### config.mk
export PLATFORM = sky130hd
export DESIGN_NAME = ltc2324_acq_ctrl
export DESIGN_NICKNAME = d
export VERILOG_FILES = /design/src/rtl/ltc2324_acq_pkg.sv /design/src/rtl/ltc2324_ch_serializer.sv /design/src/rtl/ltc2324_acq_ctrl.sv
export SDC_FILE = /design/constraint.sdc
export NUM_CORES = 1
export LEC_CHECK = 0
export CAP_MARGIN = 15
export CORE_MARGIN = 10
export CORE_UTILIZATION = 29
export DETAILED_ROUTE_END_ITERATION = 6
export PLACE_DENSITY = 0.49
export SETUP_SLACK_MARGIN = 0.1
export SLEW_MARGIN = 20
export SYNTH_ARGS = -nofsm -noshare
export SYNTH_HDL_FRONTEND = slang
export SYNTH_SLANG_ARGS = --single-unit
### constraint.sdc
create_clock -name clk -period 4.2 [get_ports clk]
set_clock_uncertainty 0.1 [all_clocks]
set_input_delay 1.05 -clock clk [delete_from_list [all_inputs] [get_ports clk]]
set_output_delay 1.05 -clock clk [all_outputs]
set_load 0.005 [all_outputs]
### src/rtl/ltc2324_acq_pkg.sv
// Shared types and constants for the LTC2324-16 acquisition controller.
package ltc2324_acq_pkg;

    localparam int unsigned SampleW = 16;
    localparam int unsigned NumCh   = 4;

    typedef logic [1:0] ch_idx_t;

    typedef enum logic [1:0] {
        StIdle  = 2'd0,
        StRun   = 2'd1,
        StDrain = 2'd2
    } acq_state_e;

    // An empty channel mask would produce sets with no beats; fall back to ch1 only.
    function automatic logic [NumCh-1:0] norm_mask(input logic [NumCh-1:0] mask);
        return (mask == '0) ? {{(NumCh-1){1'b0}}, 1'b1} : mask;
    endfunction

endpackage

### src/rtl/ltc2324_ch_serializer.sv
// Snapshots one ADC sample set and emits one AXI4-Stream beat per enabled channel,
// lowest channel index first.
module ltc2324_ch_serializer
    import ltc2324_acq_pkg::*;
(
    input  logic                            clk,
    input  logic                            rst_n,
    input  logic                            load,
    input  logic                            load_last,
    input  logic [NumCh-1:0]                load_mask,
    input  logic [NumCh-1:0][SampleW-1:0]   load_data,
    output logic [SampleW-1:0]              m_axis_tdata,
    output ch_idx_t                         m_axis_tuser,
    output logic                            m_axis_tvalid,
    input  logic                            m_axis_tready,
    output logic                            m_axis_tlast,
    output logic                            empty,
    output logic                            final_xfer
);

    logic [NumCh-1:0][SampleW-1:0] data_q;
    logic [NumCh-1:0]              pend_q, pend_d;
    logic                          last_q;

    ch_idx_t          cur_ch;
    logic [NumCh-1:0] cur_bit;
    logic [NumCh-1:0] rest;
    logic             final_beat;
    logic             xfer;

    // Pick the lowest pending channel; descending scan leaves the lowest index last.
    always_comb begin
        cur_ch  = '0;
        cur_bit = '0;
        for (int i = NumCh - 1; i >= 0; i--) begin
            if (pend_q[i]) begin
                cur_ch  = ch_idx_t'(i);
                cur_bit = '0;
                cur_bit[i] = 1'b1;
            end
        end
    end

    // Beat outputs and pending-set bookkeeping.
    always_comb begin
        rest          = pend_q & ~cur_bit;
        final_beat    = (rest == '0);
        m_axis_tvalid = |pend_q;
        m_axis_tdata  = data_q[cur_ch];
        m_axis_tuser  = cur_ch;
        m_axis_tlast  = m_axis_tvalid & last_q & final_beat;
        xfer          = m_axis_tvalid & m_axis_tready;
        final_xfer    = xfer & final_beat;
        empty         = ~m_axis_tvalid;
        pend_d        = pend_q;
        if (load) begin
            pend_d = load_mask;
        end else if (xfer) begin
            pend_d = rest;
        end
    end

    // Snapshot and pending-channel registers.
    always_ff @(posedge clk or negedge rst_n) begin
        if (!rst_n) begin
            data_q <= '0;
            pend_q <= '0;
            last_q <= 1'b0;
        end else begin
            pend_q <= pend_d;
            if (load) begin
                data_q <= load_data;
                last_q <= load_last;
            end
        end
    end

endmodule

### src/rtl/ltc2324_acq_ctrl.sv
// LTC2324-16 acquisition controller: gates the driver sample enable, decimates sample
// sets, counts kept sets into frames and hands each set to the channel serializer.
module ltc2324_acq_ctrl
    import ltc2324_acq_pkg::*;
#(
    parameter int unsigned FRAME_W = 16,
    parameter int unsigned DECIM_W = 8
) (
    input  logic                clk,
    input  logic                rst_n,
    input  logic                start,
    input  logic                stop,
    input  logic [FRAME_W-1:0]  cfg_frame_len,
    input  logic [DECIM_W-1:0]  cfg_decim,
    input  logic [NumCh-1:0]    cfg_ch_mask,
    input  logic                cfg_continuous,
    output logic                adc_sample_en,
    input  logic                adc_valid,
    input  logic [SampleW-1:0]  adc_ch1,
    input  logic [SampleW-1:0]  adc_ch2,
    input  logic [SampleW-1:0]  adc_ch3,
    input  logic [SampleW-1:0]  adc_ch4,
    output logic [SampleW-1:0]  m_axis_tdata,
    output logic [1:0]          m_axis_tuser,
    output logic                m_axis_tvalid,
    input  logic                m_axis_tready,
    output logic                m_axis_tlast,
    output logic                busy,
    output logic                frame_done,
    output logic                overrun
);

    acq_state_e         state_q, state_d;
    logic               valid_q;
    logic [DECIM_W-1:0] dec_cnt_q, dec_cnt_d;
    logic [FRAME_W-1:0] set_cnt_q, set_cnt_d;
    logic [FRAME_W-1:0] set_cnt_inc;
    logic [FRAME_W-1:0] frame_len_q;
    logic [DECIM_W-1:0] decim_q;
    logic [NumCh-1:0]   mask_q;
    logic               cont_q;
    logic               stop_pend_q, stop_pend_d;
    logic               overrun_q, overrun_d;
    logic               frame_done_q;

    logic    cfg_load;
    logic    set_evt;
    logic    keep;
    logic    frame_end;
    logic    ser_load;
    logic    ser_empty;
    logic    ser_final_xfer;
    ch_idx_t ser_tuser;

    // Rising edge of the driver valid level marks one sample set, however long valid stays high.
    always_comb begin
        set_evt     = adc_valid & ~valid_q;
        keep        = set_evt & (dec_cnt_q == '0);
        set_cnt_inc = set_cnt_q + FRAME_W'(1);
        frame_end   = (state_q == StRun) & keep & ser_empty & (set_cnt_inc == frame_len_q);
    end

    // Next-state logic: sequencing, decimation, frame counting and overrun detection.
    always_comb begin
        state_d     = state_q;
        dec_cnt_d   = dec_cnt_q;
        set_cnt_d   = set_cnt_q;
        stop_pend_d = stop_pend_q;
        overrun_d   = overrun_q;
        cfg_load    = 1'b0;
        ser_load    = 1'b0;
        case (state_q)
            StIdle: begin
                if (start) begin
                    cfg_load    = 1'b1;
                    dec_cnt_d   = '0;
                    set_cnt_d   = '0;
                    stop_pend_d = 1'b0;
                    overrun_d   = 1'b0;
                    state_d     = StRun;
                end
            end
            StRun: begin
                if (stop) begin
                    stop_pend_d = 1'b1;
                end
                if (set_evt) begin
                    dec_cnt_d = (dec_cnt_q == decim_q) ? '0 : dec_cnt_q + DECIM_W'(1);
                    if (keep) begin
                        // A set arriving on the final beat's handshake still finds the
                        // serializer occupied and is dropped.
                        if (ser_empty) begin
                            ser_load = 1'b1;
                            if (frame_end) begin
                                set_cnt_d = '0;
                                if (!cont_q || stop_pend_q || stop) begin
                                    state_d = StDrain;
                                end
                            end else begin
                                set_cnt_d = set_cnt_inc;
                            end
                        end else begin
                            overrun_d = 1'b1;
                        end
                    end
                end
            end
            StDrain: begin
                // Leave on the final beat's handshake so busy drops with frame_done rising.
                if (ser_empty || ser_final_xfer) begin
                    state_d = StIdle;
                end
            end
            default: state_d = StIdle;
        endcase
    end

    // State, counters and latched configuration.
    always_ff @(posedge clk or negedge rst_n) begin
        if (!rst_n) begin
            state_q      <= StIdle;
            valid_q      <= 1'b0;
            dec_cnt_q    <= '0;
            set_cnt_q    <= '0;
            frame_len_q  <= FRAME_W'(1);
            decim_q      <= '0;
            mask_q       <= {{(NumCh-1){1'b0}}, 1'b1};
            cont_q       <= 1'b0;
            stop_pend_q  <= 1'b0;
            overrun_q    <= 1'b0;
            frame_done_q <= 1'b0;
        end else begin
            state_q      <= state_d;
            valid_q      <= adc_valid;
            dec_cnt_q    <= dec_cnt_d;
            set_cnt_q    <= set_cnt_d;
            stop_pend_q  <= stop_pend_d;
            overrun_q    <= overrun_d;
            frame_done_q <= m_axis_tvalid & m_axis_tready & m_axis_tlast;
            if (cfg_load) begin
                frame_len_q <= (cfg_frame_len == '0) ? FRAME_W'(1) : cfg_frame_len;
                decim_q     <= cfg_decim;
                mask_q      <= norm_mask(cfg_ch_mask);
                cont_q      <= cfg_continuous;
            end
        end
    end

    ltc2324_ch_serializer u_ser (
        .clk           (clk),
        .rst_n         (rst_n),
        .load          (ser_load),
        .load_last     (frame_end),
        .load_mask     (mask_q),
        .load_data     ({adc_ch4, adc_ch3, adc_ch2, adc_ch1}),
        .m_axis_tdata  (m_axis_tdata),
        .m_axis_tuser  (ser_tuser),
        .m_axis_tvalid (m_axis_tvalid),
        .m_axis_tready (m_axis_tready),
        .m_axis_tlast  (m_axis_tlast),
        .empty         (ser_empty),
        .final_xfer    (ser_final_xfer)
    );

    // Status outputs decoded from registered state.
    always_comb begin
        m_axis_tuser  = ser_tuser;
        adc_sample_en = (state_q == StRun);
        busy          = (state_q != StIdle);
        frame_done    = frame_done_q;
        overrun       = overrun_q;
    end

endmodule

---- Yosys cells after proc, flatten, opt, wreduce, memory -nomap -nowiden ----
Index checks and enable logic that the tools add are counted.
storage, ports and cells
  output and inout bits ................... 24
  flip-flop bits (word level) ............. 128
  bits of input ports ..................... 99
  logic and storage cells ................. 110
cells by class
  $lt $le $gt $ge ......................... 1
  reductions and logical operators ........ 18
  $add $sub $neg .......................... 2
  mux-type cells .......................... 45
  equality and inequality tests ........... 13
  bitwise operators ....................... 14
operators by type and width
  operator               number
  $mux 16                7
  $bmux 16 s2            1
  $pmux 16 s2            1
  $mux 4                 7
  $mux 8                 3
  $mux 2                 11
  $add 16x1->16 const B  1
  $eq 16x16->1           1
  $logic_not 16->1       1
  $pmux 8 s2             1
  $mux 1                 11
  $and 1x1->1            10
  $ne 2x2->1 const B     5
  $reduce_and 5->1       2
  $add 8x1->8 const B    1
  $eq 8x8->1             1
  $logic_not 4->1        2
  $logic_not 8->1        1
  $ne 2x1->1 const B     4
  $reduce_and 7->1       1
  $pmux 2 s3             1
  $reduce_and 3->1       2
  $reduce_bool 2->1      3
  $and 4x4->4            1
  other kinds (10)       14

---- Logic depth before layout (Yosys ltp) ----
  word-level depth ........................ 11
  depth in mapped cells ................... 10
  mapped depth without buffers ............ 8

---- By module ----
A second synthesis with hierarchy kept.
second synthesis, totals
  cell total of the unflattened synthesis .. 595
  area, all modules ....................... 6700.2 µm²
by module, submodules not included
  module                 seq. area each (µm²)  cells each  instances  area an instance (µm²)
  ltc2324_acq_ctrl       1478.9                345         1          3504.6
  ltc2324_ch_serializer  1726.7                250         1          3195.6

---- Least setup slack after synthesis ----
OpenSTA, ideal clock, no wires.
  path type ............................... register to output
  start point ............................. register u_ser.pend_q[1]
  end point ............................... output m_axis_tdata[10]
  buffers on the path ..................... 2
  cell stages (with the launch flop) ...... 6
  path slack .............................. 0.952 ns
  arrival ................................. 2.098 ns
  required time ........................... 3.050 ns
  cell sequence ........................... dfrtp_1 > clkbuf_1 > a21oi_1 > nor2_1 > buf_2 > mux4_2
on the way
  cells in the longest elaborated chain, start to end .. 4
RTL lines
  what                           RTL line                     source
  start, declared                ltc2324_ch_serializer.sv:22  logic [NumCh-1:0] pend_q, pend_d;
  start signal, assigned         ltc2324_ch_serializer.sv:70  pend_q <= pend_d;
  $mux 2 (2 in series)           ltc2324_ch_serializer.sv:36  if (pend_q[i]) begin
  via m_axis_tuser[0]            ltc2324_acq_ctrl.sv:24       output logic [1:0] m_axis_tuser,
  $bmux 16 s2                    ltc2324_ch_serializer.sv:49  m_axis_tdata = data_q[cur_ch];
  $mux 16 (implied by the code)  ltc2324_ch_serializer.sv:49
  end, declared                  ltc2324_acq_ctrl.sv:23       output logic [SampleW-1:0] m_axis_tdata,
The timed path passes the listed nets, and every way through them passes these cells. The select of a mux whose other input is x is not followed.

---- Worst setup path in the final report ----
  start point ............................. register u_ser.pend_q[2]
  end point ............................... output m_axis_tdata[12]
on the way
  cells in the longest elaborated chain, start to end .. 5
RTL lines
  what                           RTL line
  $mux 2 (3 in series)           ltc2324_ch_serializer.sv:36
  $bmux 16 s2                    ltc2324_ch_serializer.sv:49
  $mux 16 (implied by the code)  ltc2324_ch_serializer.sv:49
Every way passes these cells. The select of a mux whose other input is x is not followed.

==> results by group <==
Run status
  – Status: finished, final reports clean

Global routing
  – Antenna violations before repair: 0
  – Vias in the first global route: 5093
  – Largest net degree at the start of global routing: 72
  – Global-route wire length before repair: 28570 um
  – Overall overflow remaining after global route: 0
  – Tot GR Track Use: 12.56%

Clock tree
  – Number of buffers added by the clock tree synthesis step: 17
  – CTS tree: yes
  – Clock edge transition at the registers on the reported setup and hold paths: 0.06 ns
  – Post-CTS setup buffer count: 0
  – Clock Sink Count: 128
  – Clock Tree Root: sky130_fd_sc_hd__clkbuf_16
  – Number of hold buffers added after CTS: 0
  – Post-cts resize count: 0
  – Insertion delay of the later-clocked pin in the worst-skew pair: 0.42 ns
  – Buffer depth of the longest clock path: 2
  – Maximum level of the CTS H-tree: 4

Die
  – Floorplan row count: 54
  – I/O pin count: 123
  – Chip Height: 169.7 um
  – Core Region: 21960 um2
  – Horizontal extent of the die: 169.7 um
  – Effective utilization at floorplan: 29.61%
  – Floorplan die area: 28810 um2

Setup path
  – Kind of end point of the critical path: primary output
  – Worst flop-to-flop path startpoint: set_cnt_q[0]
  – Largest fanout of any net on the critical path: 17
  – Data arrival, critical path: 2.66 ns
  – FF-to-FF setup slack: 1.06 ns
  – Critical path class: flip-flop to primary output
  – Worst Path Required: 3.05 ns
  – Worst reg-to-reg path cell count: 8
  – Category of the worst setup path launch point: flip-flop
  – End of the worst register-to-register path: set_cnt_q[13]

Synthesis
  – Net count of the mapped netlist: 663
  – Simple-Gate Fraction of Synth Area: 12.59%
  – Async SR Flop Fraction: 100.0%
  – Count of cell types in the netlist: 62
  – Proportion of synthesized area in mux cells: 21.81%
  – Main combinational cell family by area after synthesis: multiplexers
  – FF+latch count, synth: 128
  – Cell count after synthesis: 561
  – Main flop type after synthesis: sky130_fd_sc_hd__dfrtp_1
  – Number of flops mapped to enable cells by yosys: 0
  – Ys Warns: 0
  – Compound-gate portion of the synthesized area: 8.526%
  – Avg Inst Size Synth: 11.59 um2
  – Mapped cell area: 6501 um2
  – Sequential fraction of the synthesis area: 49.31%
  – Synthesized-area fraction occupied by adder cells: 0.7313%
  – Synth Area in XOR/XNOR: 3.368%

STA
  – Setup repair after global routing missed its margin: no
  – Final setup viols: 0
  – Highest Clock Rate: 262.5 MHz
  – Headroom to the max-slew limit: 34.47%
  – Slew Viols, Final: 0
  – Hold Fails Final Rpt: 0
  – Setup total negative slack: 0 ns
  – Ratio of final minimum period to clock period: 90.71%
  – Least-Margin Pin Slew: 0.9829 ns
  – Clock period minus final worst setup slack: 3.810 ns

Final layout
  – Number of fillers in the final layout: 2084
  – Synth-to-Final Area Change: 32.37%
  – Share of post-route cells with drive strength above 1: 24.23%
  – Area occupied by registers: 3206 um2
  – Area used by multi-input combinational logic: 3069 um2
  – NumNets Final: 774
  – Diode count: 0
  – Post-route cell area: 8606 um2

Routing
  – Drt initial violations: 263
  – Total via count after detailed routing: 4752
  – Average vias per placed instance: 4.924
  – First-pass detailed-route iteration total: 4
  – Drt total wl: 17670 um
  – Number of nets with antenna violations after routing: 0
  – Average detailed-routed wire length per instance: 18.31 um
  – Number of remaining DRC errors: 0

Place
  – Final HPWL DP: 12920 um
  – Final weighted congestion in routability-driven placement: 0.8039
  – Count of buffers inserted at the top-level ports: 122
  – Post-detailed-placement cell area: 7980 um2

Hold path
  – Number of cells traversed by the worst hold path: 2
  – Worst min path class: flip-flop to flip-flop
  – Origin of the worst min-delay path: mask_q[2]
  – WHS Endpoint: u_ser.pend_q[2]

Power
  – Static Leak: 0.003425 uW
  – Pwr per Cell Area: 778.0 nW/um2
  – Peak ir drop on the vdd network: 0.0002969 V

Job
  – Max cap viols: 0
registers in the layout, summed over array words and instances, names as in the netlist:
signal / flops
u_ser.data_q: 64
mask_q: 4
cont_q: 1
decim_q: 8
frame_len_q: 16
set_cnt_q: 16
stop_pend_q: 1
u_ser.pend_q: 4
overrun: 1
u_ser.last_q: 1
frame_done: 1
state_q: 2
dec_cnt_q: 8
valid_q: 1
layer usage:
layer | vias up | share of wire (%) | GRT usage, %
met5 | - | 0 | 0
met4 | 0 | 1.3 | 3.930
met3 | 17 | 4.1 | 3.443
met2 | 80 | 51 | 21.08
met1 | 2392 | 43 | 15.34
li1 | 2263 | - | -
where the power goes:
group          internal (uW)  switching (uW)
Combinational           1640            1190
Clock                    952             614
Sequential              1810             486
Total                   4400            2290
worst max path at each step:
stage	startpoint	slack, ns	to
2_1_floorplan	u_ser.pend_q[1]	0.95	m_axis_tdata[10]
3_3_place_gp	u_ser.pend_q[3]	0.70	m_axis_tdata[14]
3_5_place_dp	u_ser.pend_q[1]	0.69	m_axis_tdata[9]
4_1_cts	u_ser.pend_q[1]	0.21	m_axis_tdata[9]
5_1_grt	u_ser.pend_q[2]	0.24	m_axis_tdata[12]
6_report	u_ser.pend_q[2]	0.39	m_axis_tdata[12]
critical path: stages, from the launching register on:
cell	delay (ns)
sky130_fd_sc_hd__dfrtp_1	0.44
sky130_fd_sc_hd__o21ai_0	0.34
sky130_fd_sc_hd__clkinvlp_4	0.53
sky130_fd_sc_hd__mux4_2	0.44
sky130_fd_sc_hd__clkdlybuf4s50_1	0.48
synthesized netlist by cell type (all sizes together), types with 15 or more instances:
library cell,count,area [um2]
a21oi,22,110.1
buf,15,87.58
clkbuf,23,87.58
dfrtp,126,3153
inv,16,60.06
mux2,93,1047
mux4,16,360.4
nand2,40,150.1
nor2,23,86.33
nor3,18,101.4
o21ai,21,105.1
o31ai,18,135.1
xnor2,19,166.4
kinds of logic (layout without fill, tap and decap cells):
family / count (synthesis) / in the layout
flops: 128 / 128
simple gates: 153 / 153
compound gates: 86 / 86
fa+ha+maj: 4 / 4
buf+inv: 55 / 179
xor+xnor: 25 / 25
mux: 110 / 110
per-stage QoR:
stage	total power [uW]	std cells	hold slack [ns]	utilization, %	setup slack (ns)
after global placement	5111	933	0.3818	36.34	0.7009
after detailed placement	5188	933	0.3765	36.34	0.6930
final	6695	965	0.3887	39.19	0.3903
after global routing	7183	965	0.4152	39.19	0.2352
after CTS	6804	965	0.3951	39.17	0.2135
after floorplan	4053	561	0.3419	-	0.9524
placed cells by master (no fill, tap or decap), types with 5 or more instances in the layout:
| cell type | instances |
|---|---|
| sky130_fd_sc_hd__or2_2 | 5 |
| sky130_fd_sc_hd__clkbuf_16 | 17 |
| sky130_fd_sc_hd__nand2_1 | 40 |
| sky130_fd_sc_hd__o21ai_0 | 20 |
| sky130_fd_sc_hd__or3_1 | 6 |
| sky130_fd_sc_hd__nor4_1 | 7 |
| sky130_fd_sc_hd__mux2_2 | 93 |
| sky130_fd_sc_hd__nand4_1 | 10 |
| sky130_fd_sc_hd__nand2b_1 | 6 |
| sky130_fd_sc_hd__nor2b_1 | 7 |
| sky130_fd_sc_hd__nand3_1 | 10 |
| sky130_fd_sc_hd__inv_6 | 6 |
| sky130_fd_sc_hd__o31ai_1 | 18 |
| sky130_fd_sc_hd__clkdlybuf4s50_1 | 121 |
| sky130_fd_sc_hd__a21oi_1 | 22 |
| sky130_fd_sc_hd__mux4_2 | 16 |
| sky130_fd_sc_hd__buf_4 | 8 |
| sky130_fd_sc_hd__xnor2_1 | 19 |
| sky130_fd_sc_hd__nor2_1 | 21 |
| sky130_fd_sc_hd__and3_1 | 5 |
| sky130_fd_sc_hd__nor3_1 | 17 |
| sky130_fd_sc_hd__inv_1 | 16 |
| sky130_fd_sc_hd__dfrtp_1 | 126 |
| sky130_fd_sc_hd__xor2_1 | 6 |
final cells by class:
| class | instances | area share, % |
|---|---|---|
| repair buffers | 130 | 15.00 |
| multi-input cells | 378 | 35.66 |
| flip-flops and latches | 128 | 37.25 |
| well taps | 280 | 4.071 |
| clock inverters | 15 | 2.283 |
| inverters | 17 | 0.7851 |
| clock buffers | 17 | 4.943 |
(Power assumes the default switching activity.)
